$ cat src/rtl/bexkat1_busarb.sv
// bexkat1_busarb: merges the bexkat1p instruction-fetch and data buses onto
// one shared slave bus. Data wins by default; an instruction request that has
// been refused MAX_WAIT times is forced through. Every grant covers exactly one
// transaction and ends on slave ack, master abort, or a TIMEOUT abort.
module bexkat1_busarb #(
    parameter int MAX_WAIT = 8,
    parameter int TIMEOUT  = 64
) (
    input  logic        clk_i,
    input  logic        rst_i,
    // instruction-fetch master
    input  logic        ins_cyc_i,
    input  logic        ins_we_i,
    input  logic [31:0] ins_adr_i,
    input  logic [3:0]  ins_sel_i,
    input  logic [31:0] ins_dat_i,
    output logic        ins_ack_o,
    output logic        ins_err_o,
    output logic [31:0] ins_dat_o,
    // data master
    input  logic        dat_cyc_i,
    input  logic        dat_we_i,
    input  logic [31:0] dat_adr_i,
    input  logic [3:0]  dat_sel_i,
    input  logic [31:0] dat_dat_i,
    output logic        dat_ack_o,
    output logic        dat_err_o,
    output logic [31:0] dat_dat_o,
    // shared slave bus
    output logic        bus_cyc_o,
    output logic        bus_we_o,
    output logic [31:0] bus_adr_o,
    output logic [3:0]  bus_sel_o,
    output logic [31:0] bus_dat_o,
    input  logic [31:0] bus_dat_i,
    input  logic        bus_ack_i,
    // debug view of the arbiter state
    output logic [1:0]  grant_o
);

    localparam int SW = $clog2(MAX_WAIT + 1);
    localparam int TW = $clog2(TIMEOUT);

    localparam logic [SW-1:0] STARVE_MAX = SW'(MAX_WAIT);
    localparam logic [TW-1:0] TMO_LAST   = TW'(TIMEOUT - 1);

    typedef enum logic [1:0] {
        ST_IDLE = 2'b00,
        ST_INS  = 2'b01,
        ST_DAT  = 2'b10
    } state_t;

    state_t          state_q, state_d;
    logic [SW-1:0]   starve_q, starve_d;
    logic [TW-1:0]   tmo_q, tmo_d;

    logic            gnt_ins, gnt_dat, gnt_any;
    logic            gnt_cyc;
    logic            ack_hit;
    logic            tmo_hit;
    logic            starved;

    // Grant decode; gnt_cyc is the granted master's own request line
    always_comb begin
        gnt_ins = (state_q == ST_INS);
        gnt_dat = (state_q == ST_DAT);
        gnt_any = gnt_ins | gnt_dat;
        gnt_cyc = (gnt_ins & ins_cyc_i) | (gnt_dat & dat_cyc_i);
        ack_hit = gnt_any & bus_ack_i;
        // ack in the last allowed cycle beats the timeout
        tmo_hit = gnt_cyc & ~bus_ack_i & (tmo_q == TMO_LAST);
        starved = (starve_q == STARVE_MAX);
    end

    // Route the granted master onto the slave bus; idle bus is all zeros
    always_comb begin
        bus_cyc_o = 1'b0;
        bus_we_o  = 1'b0;
        bus_adr_o = '0;
        bus_sel_o = '0;
        bus_dat_o = '0;
        case (state_q)
            ST_INS: begin
                bus_cyc_o = ins_cyc_i;
                bus_we_o  = ins_we_i;
                bus_adr_o = ins_adr_i;
                bus_sel_o = ins_sel_i;
                bus_dat_o = ins_dat_i;
            end
            ST_DAT: begin
                bus_cyc_o = dat_cyc_i;
                bus_we_o  = dat_we_i;
                bus_adr_o = dat_adr_i;
                bus_sel_o = dat_sel_i;
                bus_dat_o = dat_dat_i;
            end
            default: ;
        endcase
    end

    // Responses go only to the granted master; read data is a plain fanout
    always_comb begin
        ins_ack_o = gnt_ins & bus_ack_i;
        dat_ack_o = gnt_dat & bus_ack_i;
        ins_err_o = gnt_ins & tmo_hit;
        dat_err_o = gnt_dat & tmo_hit;
        ins_dat_o = bus_dat_i;
        dat_dat_o = bus_dat_i;
        grant_o   = state_q;
    end

    // Next-state: arbitrate from IDLE, release after every transaction
    always_comb begin
        state_d = state_q;
        case (state_q)
            ST_IDLE: begin
                if (ins_cyc_i && starved)
                    state_d = ST_INS;
                else if (dat_cyc_i)
                    state_d = ST_DAT;
                else if (ins_cyc_i)
                    state_d = ST_INS;
                else
                    state_d = ST_IDLE;
            end
            ST_INS, ST_DAT: begin
                // abort (cyc dropped), ack, or timeout all free the bus
                if (!gnt_cyc || ack_hit || tmo_hit)
                    state_d = ST_IDLE;
            end
            default: state_d = ST_IDLE;
        endcase
    end

    // Counter next values: timeout runs only while a grant persists,
    // starve counts refused instruction cycles and saturates
    always_comb begin
        tmo_d = '0;
        if (gnt_any && (state_d == state_q))
            tmo_d = tmo_q + 1'b1;

        starve_d = starve_q;
        if ((state_q == ST_IDLE) && (state_d == ST_INS))
            starve_d = '0;
        else if (!ins_cyc_i)
            starve_d = '0;
        else if ((state_q != ST_INS) && !starved)
            starve_d = starve_q + 1'b1;
    end

    // State and counter registers
    always_ff @(posedge clk_i or posedge rst_i) begin
        if (rst_i) begin
            state_q  <= ST_IDLE;
            starve_q <= '0;
            tmo_q    <= '0;
        end else begin
            state_q  <= state_d;
            starve_q <= starve_d;
            tmo_q    <= tmo_d;
        end
    end

endmodule

$ cat config.mk
export PLATFORM = sky130hd
export DESIGN_NAME = bexkat1_busarb
export DESIGN_NICKNAME = d
export VERILOG_FILES = /design/src/rtl/bexkat1_busarb.sv
export SDC_FILE = /design/constraint.sdc
export NUM_CORES = 1
export LEC_CHECK = 0
export ABC_AREA = 1
export CAP_MARGIN = 10
export CORE_AREA = 4 4 119 121
export DETAILED_ROUTE_END_ITERATION = 8
export DIE_AREA = 0 0 123 125
export PLACE_DENSITY = 0.7
export SETUP_SLACK_MARGIN = 0.1
export SYNTH_ARGS = -nofsm -noshare
export SYNTH_HDL_FRONTEND = slang
export SYNTH_SLANG_ARGS = --single-unit
$ cat constraint.sdc
create_clock -name clk_i -period 2.7 [get_ports clk_i]
set_clock_uncertainty 0.05 [all_clocks]
set_input_delay 0.54 -clock clk_i [delete_from_list [all_inputs] [get_ports clk_i]]
set_output_delay 0.54 -clock clk_i [all_outputs]
set_load 0.02 [all_outputs]
==> results.txt, run 1 <==
VDD IR-drop max -> 0.335 mV
RR Endpoint -> starve_q[1]$_DFFE_PP0P_
Tmin final -> 2.49 ns
IO buf count -> 218
Synth Area in Simple Gates -> 0.356
TritonCTS buffer count -> 3
setup violators final -> 0
Setup WS pre-CTS -> 0.0820 ns
core area -> 13100 µm²
Sequential Power Share -> 0.138
power share of the clock group -> 0.173
ant diodes -> 0
Non-Filler Instances -> 728
max-cap violations -> 0
crit path cell chain -> inv_1 > ha_2 > buf_12 > buf_4 > nand2_1 > a21oi_1 > dlygate4sd2_1
# rows -> 42
yosys warns -> 0
first-pass GRT wire length -> 15.6 mm
# placed instances -> 725
Die X -> 123 µm
slowest CP cell -> dfrtp_1
Sink Count -> 12
chip height -> 125 µm
clk buf depth -> 2
setup_tns -> 0 ns
pin count of the biggest net entering global routing -> 38
Post-Synthesis Cell Area -> 2310 µm²
crit path max fanout -> 28
FF+latch count, synth -> 12
worst endpoint required time -> 2.11 ns
H-tree Lvls -> 1
final-report hold violation count -> 0
critical hold path startpoint -> tmo_q[0]$_DFF_PP0_
Post-DRT Antenna Nets -> 0
DRC -> 0
crit path buf inv count -> 4
share of layout cells above drive strength 1 -> 0.0797
syn nets -> 583
final worst slack -> 0.214 ns
logic gate share of total power -> 0.689
Die Area -> 15400 µm²
# nets final -> 736
met3 global-route usage -> 0.0483
Area growth syn-to-layout -> 86.7%
M2 GR Usage -> 0.228
drt via density -> 3.94
unrepaired setup endpoints after global routing -> false
Synth Area per Inst -> 5.77 µm²
kind of cell adding the most delay to the critical path -> buffers and inverters
R2R cell count -> 11
initial DRC count -> 130
Fmax -> 402 MHz
CP Data Arrival Time -> 1.90 ns
post-synth cell types -> 23
Net Sw Frac -> 0.437
Setup crit end kind -> primary output
Compound-Gate Fraction of Synth Area -> 0.162
status -> finished clean
Initial Util -> 0.177
critical path type -> reg2out
Seq/Total Area, Yosys -> 0.130
max_slew headroom -> 0.681
Hold EP -> tmo_q[0]$_DFF_PP0_
Max Slew Vio Count -> 0
worst hold path depth -> 1
Clock Latency Late Sink -> 0.24 ns
I/O pins -> 315
vias in the first global route -> 2841
Tightest Pin Transition -> 0.478 ns
Tcrit/Tclk final -> 0.921
Final HPWL DP -> 8.83 mm
Clk Tree Root Cell -> clkbuf_16
drt pass-1 iters -> 4
CTS clk-pin slew, worst paths -> 0.04 ns
initial antenna violation count -> 1
Post-Route WL -> 10.7 mm
Vias -> 2865
WHS -> 0.433 ns
CP startpoint kind -> flip-flop
CP peak stage delay -> 0.39 ns
fill count -> 1414
WL/cell -> 14.7 µm
total track usage -> 0.126
XOR/XNOR Fraction of Synth Area -> 0.0227
largest family of logic cells by synthesized area -> simple AND/OR/NAND/NOR gates
Pwr per Cell Area -> 356 nW/µm²
Critical R2R Launch -> grant_o[0]$_DFF_PP0_
RePlAce Congestion -> 0.798
HP Class -> reg2reg
worst reg2reg setup slack -> 0.62 ns
Post-Synth Adder-Cell Area -> 0.0379
met1 usage -> 0.142
gr ovfl total -> 0
CTS tree -> built
mux cell area share after synthesis -> 0
Cells after Synth -> 401
GRT Max-Usage Layer -> met2
Power Internal -> 867 µW
static leakage -> 1.94 nW
Psw -> 671 µW
Design Power -> 1.54 mW
## synthesized netlist by cell type
library cell / number / area share
nor3_1: 1 / 0.0022
nand3_1: 7 / 0.015
ha_1: 7 / 0.038
o21ai_0: 3 / 0.0065
dfrtp_1: 12 / 0.13
clkbuf_1: 19 / 0.031
nand2_2: 6 / 0.016
buf_2: 2 / 0.0043
buf_4: 66 / 0.21
inv_2: 2 / 0.0032
nand3_2: 2 / 0.0087
xnor2_1: 3 / 0.011
nand2_1: 153 / 0.25
nor3b_2: 1 / 0.0054
a21oi_1: 69 / 0.15
nor3_2: 6 / 0.026
nand3_4: 1 / 0.0076
a22oi_1: 2 / 0.0065
nor2_1: 10 / 0.016
nand2_4: 1 / 0.0049
xor2_1: 3 / 0.011
nor2_4: 1 / 0.0049
inv_1: 24 / 0.039
## routing by layer
metal,vias to the layer above,part of all wire
met4,2,0.0057
met5,-,0.00066
met1,1208,0.38
li1,1494,-
met3,10,0.12
met2,151,0.49
## layout make-up
type,instances,area [µm²],share of cell area
Clock buffer,3,75.1,0.0174
Tap cell,176,220,0.0510
Inverter,26,97.6,0.0226
Timing Repair Buffer,235,2280,0.529
Multi-Input combinational cell,276,1340,0.311
Sequential cell,12,300,0.0695
## worst max path at each step
stage                                     from            end  slack, ns  cells after the start
after floorplan           grant_o[0]$_DFF_PP0_  bus_dat_o[25]       0.44                      5
after global placement               ins_cyc_i      ins_err_o       0.09                      6
after detailed placement             ins_cyc_i      ins_err_o       0.08                      6
after CTS                 grant_o[0]$_DFF_PP0_      ins_err_o       0.16                      8
after global routing      grant_o[0]$_DFF_PP0_  bus_dat_o[28]       0.11                      7
final                     grant_o[0]$_DFF_PP0_   bus_dat_o[1]       0.21                      7
## timing repair
item	4_1_cts	5_1_grt
hold buffers	0	0
resized for setup	73	6
buffers inserted	0	0
pin swaps	0	0
endpoints found under the setup margin	72	4
## cells by family after synthesis
| group | count (synthesis) |
|---|---|
| flip-flops | 12 |
| adder cells (fa/ha/maj) | 7 |
| buffers and inverters | 113 |
| AO/OA/AOI/OAI | 74 |
| XOR/XNOR | 6 |
| AND/OR/NAND/NOR | 189 |
## flip-flops by register name, summed over array words and instances, names as in the netlist
register / count
starve_q: 4
grant_o: 2
tmo_q: 6
## worst reg2reg max path: stages, from the launching register on
cell and delay [ns]:
dfrtp_1 0.39, inv_1 0.12, ha_2 0.25, buf_12 0.19, nand2_1 0.09, nand2_2 0.10
nand3_2 0.10, buf_4 0.16, nand3_2 0.06, nand2_2 0.07, nor3b_2 0.29, nor2_1 0.08
## power by group through the flow
| stage | registers, mW | clock network (mW) | logic [mW] |
|---|---|---|---|
| floorplan | 0.221 | 0 | 0.666 |
| global route | 0.216 | 0.282 | 1.15 |
| finish | 0.213 | 0.266 | 1.06 |
| global placement | 0.214 | 0 | 1.14 |
| CTS | 0.213 | 0.274 | 1.07 |
| detailed placement | 0.215 | 0 | 1.14 |
## layout by cell type, fill, tap and decap left out
cell,Yosys,layout
buf_12,0,5
inv_1,24,24
nand3_1,7,7
nand2_1,153,153
clkbuf_16,0,3
ha_2,0,2
clkbuf_2,0,2
o21ai_0,3,3
a22oi_1,2,2
inv_2,2,2
xor2_1,3,3
dlymetal6s2s_1,0,1
buf_4,66,11
nor2_4,1,1
nand3_4,1,1
dlygate4sd2_1,0,69
nand2_2,6,6
nor2_1,10,10
dfrtp_1,12,12
xnor2_1,3,3
nand2_4,1,1
nor3_2,6,6
clkdlybuf4s50_1,0,145
clkdlybuf4s15_1,0,1
a21oi_1,69,69
buf_6,0,1
nand3_2,2,2
ha_1,7,5
nor3_1,1,1
nor3b_2,1,1
## per-stage QoR
step	util	cell area, µm²
floorplan	-	2310
global placement	0.331	4330
detailed placement	0.331	4330
CTS	0.330	4320
global route	0.330	4320
finish	0.330	4320
Note: power is estimated with default switching activity, not from simulation.
==> run 2, diff against run 1 <==
- CORE_AREA: 4 4 119 121 -> 4 4 120 122
- DIE_AREA: 0 0 123 125 -> 0 0 124 126
- GPL_TIMING_DRIVEN: not set -> 0
- PLACE_DENSITY: 0.7 -> 0.69
- SKIP_CTS_REPAIR_TIMING: not set -> 1
- clock period: 2.7 -> 2.6 ns (I/O delays scaled with it)
==> run 2 against run 1 <==
Net effect:
- sequential share of layout area decreased by 1.3 points
- worst setup slack got worse by 0.062 ns
- critical endpoint is now bus_adr_o[6]
- die area increased by 1.6%
- power increased by 21%
- design area increased by 24%
- highest routed layer unchanged
- utilization increased by 7.5 points
- critical path depth unchanged
- register-to-register slack got worse by 0.02 ns
- non-clock buffer count increased by 134
- clock-buffer cell count unchanged
- first-iteration DRC count increased by 4.6%
- global-route usage increased by 2.8 points
==> results.txt, run 2 (same netlist as run 1, synthesis figures left out) <==
status -> finished clean
Crit. Startpoint -> grant_o[1]$_DFF_PP0_
crit path max fanout -> 10 (-64%)
final worst slack -> 0.152 ns (-0.0619 ns)
fin util -> 0.405 (+0.0746)
worst endpoint required time -> 2.03 ns (-0.08 ns)
critical path endpoint -> bus_adr_o[6]
Post-Route WL -> 13.4 mm (+26%)
Tightest Pin Transition -> 0.462 ns (-0.0160 ns)
DRC -> 0 (unchanged)
fill count -> 1407 (-0.50%)
Design Power -> 1.86 mW (+21%)
VDD IR-drop max -> 0.286 mV (-15%)
CP Data Arrival Time -> 1.88 ns (-0.02 ns)
Initial Util -> 0.175 (-0.00141)
Setup WS pre-CTS -> -0.531 ns (-0.613 ns)
RePlAce Congestion -> 0.821 (+2.8%)
Post-DRT Antenna Nets -> 0 (unchanged)
Critical R2R Launch -> grant_o[1]$_DFF_PP0_
ant diodes -> 0 (unchanged)
R2R cell count -> 12 (+1)
critical path type -> reg2out
Fmax -> 408 MHz
RR Endpoint -> starve_q[1]$_DFFE_PP0P_
Clk Tree Root Cell -> clkbuf_16
first-pass GRT wire length -> 18.7 mm (+20%)
Psw -> 835 µW (+24%)
drt pass-1 iters -> 4 (unchanged)
Max Slew Vio Count -> 0 (unchanged)
core area -> 13200 µm² (+0.80%)
max_slew headroom -> 0.692 (+0.0107)
multi-input logic area -> 1350 µm² (+0.56%)
Tcrit/Tclk final -> 0.942
CTS clk-pin slew, worst paths -> 0.04 ns (about the same)
critical hold path startpoint -> tmo_q[0]$_DFF_PP0_
I/O pins -> 315 (unchanged)
Register Area -> 303 µm² (+0.83%)
static leakage -> 2.71 nW (+39%)
CP startpoint kind -> flip-flop
Vias -> 3366 (+17%)
Clock Latency Late Sink -> 0.24 ns (about the same)
Net Sw Frac -> 0.449 (+0.0120)
H-tree Lvls -> 1 (unchanged)
vias in the first global route -> 3331 (+17%)
logic gate share of total power -> 0.728 (+0.039)
total track usage -> 0.153 (+0.0278)
Tmin final -> 2.45 ns
max reg flops -> 6 (unchanged)
unrepaired setup endpoints after global routing -> true
share of layout cells above drive strength 1 -> 0.236 (+0.156)
Die X -> 124 µm (+0.81%)
pin count of the biggest net entering global routing -> 13 (-66%)
TritonCTS buffer count -> 3 (unchanged)
commonest non-fill, non-tap cell in the layout -> clkdlybuf4s50_1
power share of the clock group -> 0.150 (-0.023)
drt via density -> 3.90 (-0.78%)
Power Internal -> 1.03 mW (+19%)
HP Class -> reg2reg
# nets final -> 870 (+18%)
Area growth syn-to-layout -> 131%
Pwr per Cell Area -> 349 nW/µm² (-2.0%)
Sequential Power Share -> 0.123 (-0.015)
worst reg2reg setup slack -> 0.60 ns (-0.02 ns)
WHS -> 0.433 ns (+0.000223 ns)
CTS tree -> built
WL/cell -> 15.6 µm (+6.2%)
Die Area -> 15600 µm² (+1.6%)
final-report hold violation count -> 0 (unchanged)
Largest Register -> tmo_q
clk buf depth -> 2 (unchanged)
Sink Count -> 12 (unchanged)
commonest cells after routing, fill and taps aside -> clkdlybuf4s50_1, nand2_1, buf_4
max-cap violations -> 0 (unchanged)
initial DRC count -> 136 (+4.6%)
Setup crit end kind -> primary output
setup violators final -> 0 (unchanged)
chip height -> 126 µm (+0.80%)
gr ovfl total -> 0 (unchanged)
Final HPWL DP -> 11.3 mm (+28%)
IO buf count -> 282 (+29%)
initial antenna violation count -> 1 (unchanged)
# rows -> 42 (unchanged)
-- run 2: cell types whose count changed in the layout (fill, tap and decap cells not counted), sizes merged --
cell / previous run / this run
dlygate4sd2: 69 / 0
clkdlybuf4s50: 145 / 208
buf: 17 / 78
clkbuf: 5 / 59
dlymetal6s2s: 1 / 27
clkdlybuf4s15: 1 / 0
-- run 2: power groups by stage --
stage,combinational [mW],sequential (mW),clock [mW]
3_5_place_dp,1.41,0.229,0
3_3_place_gp,1.40,0.228,0
5_1_grt,1.47,0.232,0.297
2_1_floorplan,0.692,0.230,0
6_report,1.36,0.229,0.279
4_1_cts,1.41,0.227,0.287
-- run 2: area by class of cell --
type,count,area share
Inverter,26,0.0183
Sequential cell,12,0.0567
Timing Repair Buffer,282,0.498
Clock buffer,3,0.0141
Tap cell,176,0.0413
Multi-Input combinational cell,276,0.253
Buffer,87,0.119
-- run 2: worst min-delay path by stage --
stage	end	slack, ns	cells past startpoint
after floorplan	grant_o[0]$_DFF_PP0_	0.33	1
after global placement	tmo_q[0]$_DFF_PP0_	0.42	1
after detailed placement	tmo_q[0]$_DFF_PP0_	0.42	1
after CTS	tmo_q[0]$_DFF_PP0_	0.43	1
after global routing	tmo_q[0]$_DFF_PP0_	0.45	1
final	tmo_q[0]$_DFF_PP0_	0.43	1
-- run 2: metrics by stage --
stage / TNS (ns) / area (µm²) / std cells
global placement: -20.27 / 5360 / 859
finish: 0 / 5340 / 862
CTS: -38.23 / 5430 / 862
global route: 0 / 5340 / 862
detailed placement: -18.83 / 5360 / 859
floorplan: 0 / 2310 / 401
-- run 2: per-layer routing --
layer	part of all wire	track usage	vias up
li1	-	-	1765
met1	0.39	0.178	1452
met2	0.51	0.290	136
met3	0.082	0.0318	11
met4	0.010	0.0238	2
met5	0.00097	0	-
-- run 2: worst max-delay path: stages (launching register included) --
cell            delay (ns)
dfrtp_2               0.45
inv_2                 0.11
ha_1                  0.14
buf_4                 0.19
clkbuf_4              0.24
nand2_1               0.09
a21oi_1               0.16
dlymetal6s2s_1        0.26
